`config.mk`:
```
export PLATFORM = sky130hd
export DESIGN_NAME = mempool_uart_sink
export DESIGN_NICKNAME = d
export VERILOG_FILES = /design/src/rtl/mempool_uart_sink.sv
export SDC_FILE = /design/constraint.sdc
export NUM_CORES = 1
export LEC_CHECK = 0
export BUFFER_PORTS_ARGS = -buffer_cell sky130_fd_sc_hd__clkbuf_2
export CORE_MARGIN = 2
export CORE_UTILIZATION = 45
export DETAILED_ROUTE_END_ITERATION = 10
export PLACE_DENSITY = 0.71
export SLEW_MARGIN = 10
export SYNTH_ARGS = -nofsm -noshare
export SYNTH_HDL_FRONTEND = slang
export SYNTH_SLANG_ARGS = --single-unit
export TNS_END_PERCENT = 10
```
`constraint.sdc`:
```
create_clock -name clk_i -period 3.1 [get_ports clk_i]
set_input_delay 0 -clock clk_i [delete_from_list [all_inputs] [get_ports clk_i]]
set_output_delay 0 -clock clk_i [all_outputs]
set_load 0.02 [all_outputs]
```
`src/rtl/mempool_uart_sink.sv`:
```
// AXI4 write sink for the UART window: W byte lane 0 becomes a character in a
// first-word-fall-through FIFO, writes get ordered OKAY responses, reads SLVERR.

package mempool_uart_sink_pkg;

    typedef struct packed {
        logic [5:0]  id;
        logic [31:0] addr;
        logic [7:0]  len;
        logic [2:0]  size;
        logic [1:0]  burst;
    } axi_ax_t;

    typedef struct packed {
        logic [31:0] data;
        logic [3:0]  strb;
        logic        last;
    } axi_w_t;

    typedef struct packed {
        logic [5:0] id;
        logic [1:0] resp;
        logic [0:0] user;
    } axi_b_t;

    typedef struct packed {
        logic [5:0]  id;
        logic [31:0] data;
        logic [1:0]  resp;
        logic        last;
        logic [0:0]  user;
    } axi_r_t;

    typedef struct packed {
        axi_ax_t aw;
        logic    aw_valid;
        axi_w_t  w;
        logic    w_valid;
        logic    b_ready;
        axi_ax_t ar;
        logic    ar_valid;
        logic    r_ready;
    } axi_req_t;

    typedef struct packed {
        logic   aw_ready;
        logic   ar_ready;
        logic   w_ready;
        logic   b_valid;
        axi_b_t b;
        logic   r_valid;
        axi_r_t r;
    } axi_resp_t;

endpackage

module mempool_uart_sink #(
    parameter type         axi_req_t     = mempool_uart_sink_pkg::axi_req_t,
    parameter type         axi_resp_t    = mempool_uart_sink_pkg::axi_resp_t,
    parameter int unsigned CharFifoDepth = 16,
    parameter int unsigned IdFifoDepth   = 4
) (
    input  logic      clk_i,
    input  logic      rst_ni,
    input  axi_req_t  axi_req_i,
    output axi_resp_t axi_resp_o,
    output logic [7:0] char_o,
    output logic      char_valid_o,
    input  logic      char_ready_i,
    output logic      busy_o
);

    localparam int unsigned CPW     = $clog2(CharFifoDepth) + 1;
    localparam int unsigned IPW     = $clog2(IdFifoDepth) + 1;
    localparam int unsigned IdWidth = $bits(axi_req_i.aw.id);
    localparam int unsigned LenW    = $bits(axi_req_i.ar.len);

    typedef enum logic {R_IDLE, R_RESP} r_state_t;

    logic                 active;
    logic [CPW-1:0]       char_wr_ptr, char_rd_ptr;
    logic [7:0]           char_mem [CharFifoDepth];
    logic [IPW-1:0]       id_wr_ptr, id_rd_ptr;
    logic [IdWidth-1:0]   id_mem [IdFifoDepth];
    logic [IPW-1:0]       wlast_cnt;
    r_state_t             state, state_next;
    logic [IdWidth-1:0]   r_id, r_id_next;
    logic [LenW-1:0]      r_cnt, r_cnt_next;

    logic char_empty, char_full, id_empty, id_full, wlast_sat;
    logic aw_ready, w_ready, b_valid, ar_ready, r_valid;
    logic aw_hs, w_hs, b_hs, char_pop, char_push;
    logic unused_req;

    assign unused_req = ^axi_req_i;

    assign char_empty = (char_wr_ptr == char_rd_ptr);
    assign char_full  = (char_wr_ptr[CPW-1] != char_rd_ptr[CPW-1]) &&
                        (char_wr_ptr[CPW-2:0] == char_rd_ptr[CPW-2:0]);
    assign id_empty   = (id_wr_ptr == id_rd_ptr);
    assign id_full    = (id_wr_ptr[IPW-1] != id_rd_ptr[IPW-1]) &&
                        (id_wr_ptr[IPW-2:0] == id_rd_ptr[IPW-2:0]);
    assign wlast_sat  = (wlast_cnt == IPW'(IdFifoDepth));

    // Readies derive only from registered state; a pop this cycle is not seen.
    assign aw_ready = active && !id_full;
    assign w_ready  = active && !char_full && !wlast_sat;
    assign b_valid  = !id_empty && (wlast_cnt != '0);

    assign aw_hs     = axi_req_i.aw_valid && aw_ready;
    assign w_hs      = axi_req_i.w_valid && w_ready;
    assign b_hs      = b_valid && axi_req_i.b_ready;
    assign char_push = w_hs && axi_req_i.w.strb[0];
    assign char_pop  = char_valid_o && char_ready_i;

    assign char_valid_o = !char_empty;
    assign char_o       = char_empty ? '0 : char_mem[char_rd_ptr[CPW-2:0]];
    assign busy_o       = !char_empty || !id_empty || (wlast_cnt != '0) || (state == R_RESP);

    // Hold all readies low until the first clock after reset release.
    always_ff @(posedge clk_i or negedge rst_ni) begin
        if (!rst_ni) active <= 1'b0;
        else         active <= 1'b1;
    end

    // Character FIFO storage and pointers.
    always_ff @(posedge clk_i or negedge rst_ni) begin
        if (!rst_ni) begin
            char_wr_ptr <= '0;
            char_rd_ptr <= '0;
            for (int unsigned i = 0; i < CharFifoDepth; i++) char_mem[i] <= '0;
        end else begin
            if (char_push) begin
                char_mem[char_wr_ptr[CPW-2:0]] <= axi_req_i.w.data[7:0];
                char_wr_ptr <= char_wr_ptr + CPW'(1);
            end
            if (char_pop) char_rd_ptr <= char_rd_ptr + CPW'(1);
        end
    end

    // Outstanding AW ID FIFO, popped by B handshakes.
    always_ff @(posedge clk_i or negedge rst_ni) begin
        if (!rst_ni) begin
            id_wr_ptr <= '0;
            id_rd_ptr <= '0;
            for (int unsigned i = 0; i < IdFifoDepth; i++) id_mem[i] <= '0;
        end else begin
            if (aw_hs) begin
                id_mem[id_wr_ptr[IPW-2:0]] <= axi_req_i.aw.id;
                id_wr_ptr <= id_wr_ptr + IPW'(1);
            end
            if (b_hs) id_rd_ptr <= id_rd_ptr + IPW'(1);
        end
    end

    // Count of completed W bursts still waiting for their B.
    always_ff @(posedge clk_i or negedge rst_ni) begin
        if (!rst_ni) begin
            wlast_cnt <= '0;
        end else begin
            case ({w_hs && axi_req_i.w.last, b_hs})
                2'b10:   wlast_cnt <= wlast_cnt + IPW'(1);
                2'b01:   wlast_cnt <= wlast_cnt - IPW'(1);
                default: wlast_cnt <= wlast_cnt;
            endcase
        end
    end

    // Read FSM state register with latched ID and remaining-beat counter.
    always_ff @(posedge clk_i or negedge rst_ni) begin
        if (!rst_ni) begin
            state <= R_IDLE;
            r_id  <= '0;
            r_cnt <= '0;
        end else begin
            state <= state_next;
            r_id  <= r_id_next;
            r_cnt <= r_cnt_next;
        end
    end

    // Read FSM next state: accept one AR, then return len+1 SLVERR beats.
    always_comb begin
        state_next = state;
        r_id_next  = r_id;
        r_cnt_next = r_cnt;
        ar_ready   = 1'b0;
        r_valid    = 1'b0;
        case (state)
            R_IDLE: begin
                ar_ready = active;
                if (axi_req_i.ar_valid && active) begin
                    r_id_next  = axi_req_i.ar.id;
                    r_cnt_next = axi_req_i.ar.len;
                    state_next = R_RESP;
                end
            end
            R_RESP: begin
                r_valid = 1'b1;
                if (axi_req_i.r_ready) begin
                    if (r_cnt == '0) state_next = R_IDLE;
                    else             r_cnt_next = r_cnt - LenW'(1);
                end
            end
            default: state_next = R_IDLE;
        endcase
    end

    // Assemble the response struct.
    always_comb begin
        axi_resp_o          = '0;
        axi_resp_o.aw_ready = aw_ready;
        axi_resp_o.w_ready  = w_ready;
        axi_resp_o.b_valid  = b_valid;
        axi_resp_o.b.id     = id_mem[id_rd_ptr[IPW-2:0]];
        axi_resp_o.b.resp   = 2'b00;
        axi_resp_o.ar_ready = ar_ready;
        axi_resp_o.r_valid  = r_valid;
        axi_resp_o.r.id     = r_id;
        axi_resp_o.r.resp   = 2'b10;
        axi_resp_o.r.last   = (state == R_RESP) && (r_cnt == '0);
    end

endmodule
```
* Yosys cells after proc, flatten, opt, wreduce, memory -nomap -nowiden
Cells that the tools add are included.
Operators by class: bitwise logic cells 5, shifts and indexed selects 0, muxes and demuxes 24, equality and inequality tests 12, $lt $le $gt $ge 6, div/mod/pow operators 0, $add $sub $neg 7, reduce and logical (&&, ||, !) cells 29, multiply operators 0
Operators by type and width (number):
- $bwmux W128 | 1
- $mux W8 | 7
- $bmux W8 S4 | 1
- $demux W8 S4 | 1
- $bwmux W24 | 1
- $mux W6 | 3
- $logic_and A1 B1 Y1 | 16
- $pmux W8 S2 | 1
- $bmux W6 S2 | 1
- $demux W6 S2 | 1
- $add A5 B1 Y5 const B | 2
- $ge A5 B5 Y1 const B | 2
- $not A4 Y5 | 2
- $add A3 B1 Y3 const B | 3
- $logic_not A8 Y1 | 1
- $sub A8 B1 Y8 const B | 1
- $ge A3 B3 Y1 const B | 2
- $ne A2 B2 Y1 const B | 3
- $not A2 Y3 | 2
- $pmux W3 S2 | 1
- $eq A5 B5 Y1 | 1
- $logic_not A1 Y1 | 5
- $lt A5 B1 Y1 const B | 1
- $mux W1 | 5
- 16 further kinds | 19
Storage, ports and cells: output and inout bits 66, ROM bits 0, memories 0, bits in registers 187, bits in latches 0, word-level logic and storage cells 112, memory bits (writable) 0

* Depth between registers and ports, before layout
word-level depth 9, gate-level depth with buffers 12, depth with buffers taken out 10

* Worst setup path after synthesis
Ideal clock, no wire load.
path type reg-to-reg, start point register char_rd_ptr[0], end point register wlast_cnt[2], path slack 0.483 ns, buffers on the path 2, clock period less this slack 2.617 ns, arrival 2.538 ns, stages on the path, launching flop included 13, path through dfrtp_1 > buf_6 > xor2_1 > nor4_4 > buf_6 > a21oi_1 > nand3_1 > ha_1 > inv_1 > fa_1 > xor2_1 > nor2_1 > xor2_1
On the way: word-level cells in the longest chain between the ends 9
Ends and longest elaborated chain:
- start: declaration | line 81 | logic [CPW-1:0] char_wr_ptr, char_rd_ptr;
- start signal: assignment | line 137 | if (char_pop) char_rd_ptr <= char_rd_ptr + CPW'(1);
- $eq A4 B4 Y1 (*) | line 99 | (char_wr_ptr[CPW-2:0] == char_rd_ptr[CPW-2:0]);
- $logic_and A1 B1 Y1 (*) | line 98 | assign char_full = (char_wr_ptr[CPW-1] != char_rd_ptr[CPW-1]) &&
- $logic_not A1 Y1 (*) | line 107 | assign w_ready = active && !char_full && !wlast_sat;
- $logic_and A1 B1 Y1 (*) (2 in series) | line 107
- via w_ready | line 91 | logic aw_ready, w_ready, b_valid, ar_ready, r_valid;
- $logic_and A1 B1 Y1 (*) | line 111 | assign w_hs = axi_req_i.w_valid && w_ready;
- $logic_and A1 B1 Y1 (*) | line 161 | case ({w_hs && axi_req_i.w.last, b_hs})
- $eq A2 B1 Y1 / $eq A2 B2 Y1 (equally long branches) | line 161
- $pmux W3 S2 / $reduce_bool A2 Y1 (equally long branches)
- end signal: assignment | line 162 | 2'b10: wlast_cnt <= wlast_cnt + IPW'(1);
- end signal: assignment | line 163 | 2'b01: wlast_cnt <= wlast_cnt - IPW'(1);
- end signal: assignment | line 164 | default: wlast_cnt <= wlast_cnt;
- end: declaration | line 85 | logic [IPW-1:0] wlast_cnt;
The timed path passes the listed nets; every way through them passes the cells marked *. A chain may end at the register's enable or synchronous reset.

* Worst setup path after layout
start point register char_wr_ptr[1], end point output port char_o[7]
On the way: word-level cells in the longest chain between the ends 2
Ends and longest elaborated chain:
- start: declaration | line 81
- start signal: assignment | line 135 | char_wr_ptr <= char_wr_ptr + CPW'(1);
- $eq A5 B5 Y1 | line 97 | assign char_empty = (char_wr_ptr == char_rd_ptr);
- $mux W8 | line 117 | assign char_o = char_empty ? '0 : char_mem[char_rd_ptr[CPW-2:0]];
- end: declaration | line 67 | output logic [7:0] char_o,
Every way passes these cells.

==> summary.md <==
| Metric | Value |
|---|---|
| Outcome | `finished clean` |
| Inserted Clock Buffers | `17` |
| Yosys warnings | `0` |
| Clock Skew | `11.7 ps` |
| Antenna violations before repair | `0` |
| Number of global-route vias before repair | `5668` |
| Largest net degree at the start of global routing | `87` |
| Clk sinks | `187` |
| Mean Syn Cell Area | `13.8 um2` |
| GP Congestion | `0.784` |
| Number of cell rows | `52` |
| Sequential share of power | `0.388` |
| Tmin final | `2750 ps` |
| Final core occ | `0.522` |
| Synth Instances | `674` |
| Max-cap violations | `0` |
| Clock power share | `0.212` |
| Unrepaired setup endpoints after global routing | `no` |
| GRT Util Overall | `0.183` |
| Part of the power in combinational logic | `0.400` |
| Final nets | `918` |
| Mapped cell area | `9280 um2` |
| DRC | `0` |
| Most used DFF post-synth | `dfrtp_1` |
| TritonCTS clock tree | `built` |
| Data required, critical path | `3100 ps` |
| Pint | `6.41 mW` |
| Actual slew at the worst max-slew pin | `839 ps` |
| Post-synth EDFFs | `0` |
| Final instance area | `10600 um2` |
| Area post-placement | `9720 um2` |
| Chip width | `148 um` |
| Achievable Freq | `0.363 GHz` |
| Setup violators final | `0` |
| Slew HR | `0.441` |
| Synth area leader | `dfrtp_1` |
| Worst-path fanout max | `24` |
| Hold/Removal Path Class | `in -> reg` |
| Synth async-reset ratio | `1.00` |
| Leakage | `4.90 nW` |
| Via/cell ratio | `5.43` |
| Max VDD drop | `710 uV` |
| Slew Limit Fails | `0` |
| Worst-Skew Late Latency | `430 ps` |
| Syn-to-layout area delta | `13.8%` |
| Die Y | `148 um` |
| DP Cell Count | `982` |
| Fillcell total | `1723` |
| CP startpoint kind | `flop` |
| WHS | `37.2 ps` |
| Register area share after synthesis | `0.504` |
| Share of the synthesized area in the top cell type | `0.504` |
| Routed len/inst | `18.2 um` |
| Port bufs | `65` |
| Iter 0 DRT Violations | `261` |
| Core area | `20200 um2` |
| Final Instance Count excl. Fillers | `1040` |
| Count leader, synth | `dfrtp_1` |
| DRT antenna net count | `0` |
| Final Hold Viols | `0` |
| Final TNS setup | `0 ps` |
| Data arrival time of the worst path | `2750 ps` |
| Pwr Density | `957 nW/um2` |
| Synth area leaders | `dfrtp_1, mux2_2, mux4_2` |
| Sw frac | `0.366` |
| CTS root buf | `clkbuf_16` |
| Initial Util | `0.459` |
| Layout cells sized above 1 | `0.423` |
| Antenna Diode Count | `0` |
| Final Routed Wirelength | `18.9 mm` |
| Yosys cell types | `50` |
| CP Capture Type | `primary output` |
| I/O pins | `213` |
| GRT overflow | `0` |
| Synth top cells by count | `dfrtp_1, mux2_2, buf_4` |
| Clk slew on worst S/H paths | `70 ps` |
| H-tree depth reported by CTS | `4` |
| DIE AREA | `21800 um2` |
| Synthesized flop and latch total | `187` |
| Clock buffer depth | `2` |
| Critical path class | `reg -> out` |
| Sw power | `3.70 mW` |
| Vias | `5649` |
| Post-route clock period utilization | `0.888` |
| Final HPWL DP | `12.3 mm` |
| Post-CTS Setup Inserts | `0` |
| Drt pass-1 iters | `4` |
| First-pass GRT wire length | `30.7 mm` |
[layout by cell type (no fill, tap or decap), types with 3 or more instances in the layout]
cell type        n
o21ai_0          5
inv_8            3
buf_4           12
inv_1           13
o22ai_1         17
mux2i_1          8
a21oi_2         15
dfrtp_1        186
and2_1           3
nand2_1         35
xnor2_1         10
conb_1          39
mux4_2          38
nor2_1           4
clkbuf_16       17
nor4_1           3
a211oi_1         3
clkbuf_2        64
inv_6            3
dlygate4sd3_1   27
nor3_1          10
ha_1            12
mux2_2         156
nand3_1          8
a21oi_1          4
nand4_1         17
xor2_1          15
[repair_timing]
action,CTS,global route
hold buffers,27,0
endpoints found under the hold margin,130,0
resized for setup,0,0
[power by group through the flow]
stage / registers (mW) / logic [mW] / clock network [mW]
final: 3.92 / 4.04 / 2.14
after global routing: 4.05 / 4.41 / 2.28
after CTS: 3.93 / 4.09 / 2.19
after detailed placement: 3.97 / 4.04 / 0
after global placement: 3.93 / 3.94 / 0
after floorplan: 3.79 / 3.25 / 0
[worst max-delay path: stages (launching register included)]
cell      delay [ps]
dfrtp_1          450
xor2_1           210
nor4_4           330
buf_4            390
and2_1           530
nor3_1           210
clkbuf_2         200
[registers in the layout, summed over array words and instances (netlist names)]
| register | count |
|---|---|
| char_rd_ptr | 5 |
| r_id | 6 |
| id_rd_ptr | 3 |
| id_wr_ptr | 3 |
| id_mem | 24 |
| r_cnt | 8 |
| char_mem | 128 |
| state | 1 |
| char_wr_ptr | 5 |
| wlast_cnt | 3 |
| active | 1 |
[cell type report]
class	count	area [um2]	share of cell area
clock buffers	19	443	0.0419
clock inverters	12	133	0.0126
inverters	13	48.8	0.00462
multi-input cells	434	4200	0.398
flip-flops and latches	187	4680	0.443
well taps	270	338	0.0320
repair buffers	105	714	0.0676
[worst paths after layout]
check                                from            to  slack [ps]  depth (start not counted)
max in group asynchronous          rst_ni  char_mem[78]        2130                          3
max reg2reg                  wlast_cnt[0]  wlast_cnt[2]         390                         10
min reg2reg                       r_id[5]       r_id[5]         480                          2
max                        char_wr_ptr[1]     char_o[7]         350                          6
min in group asynchronous          rst_ni    id_mem[19]         180                          2
min                         axi_req_i[55]  wlast_cnt[0]          40                          4
[cells by family after synthesis]
family | count (synthesis) | share of synthesized area
other | 2 | 0.000809
adders and majority gates | 13 | 0.0183
AOI/OAI and AO/OA | 58 | 0.0473
muxes | 202 | 0.290
buffers and inverters | 90 | 0.0585
DFF | 187 | 0.504
xor gates and xnor gates | 26 | 0.0245
and+or+nand+nor | 96 | 0.0561
[layer usage]
metal  routed length (um)  GRT usage  vias up
met4                  320     0.0615        0
met3                 1120     0.0309       24
met1                 8290      0.254     2880
met2                 9190      0.293      178
li1                     -          -     2567
met5                    0          0        -
[metrics by stage]
stage | power, mW | worst slack (ps)
CTS | 10.2 | 325
global placement | 7.87 | 483
finish | 10.1 | 348
detailed placement | 8.02 | 424
floorplan | 7.04 | 483
global route | 10.7 | 182
Note: power is estimated with default switching activity, not from simulation.
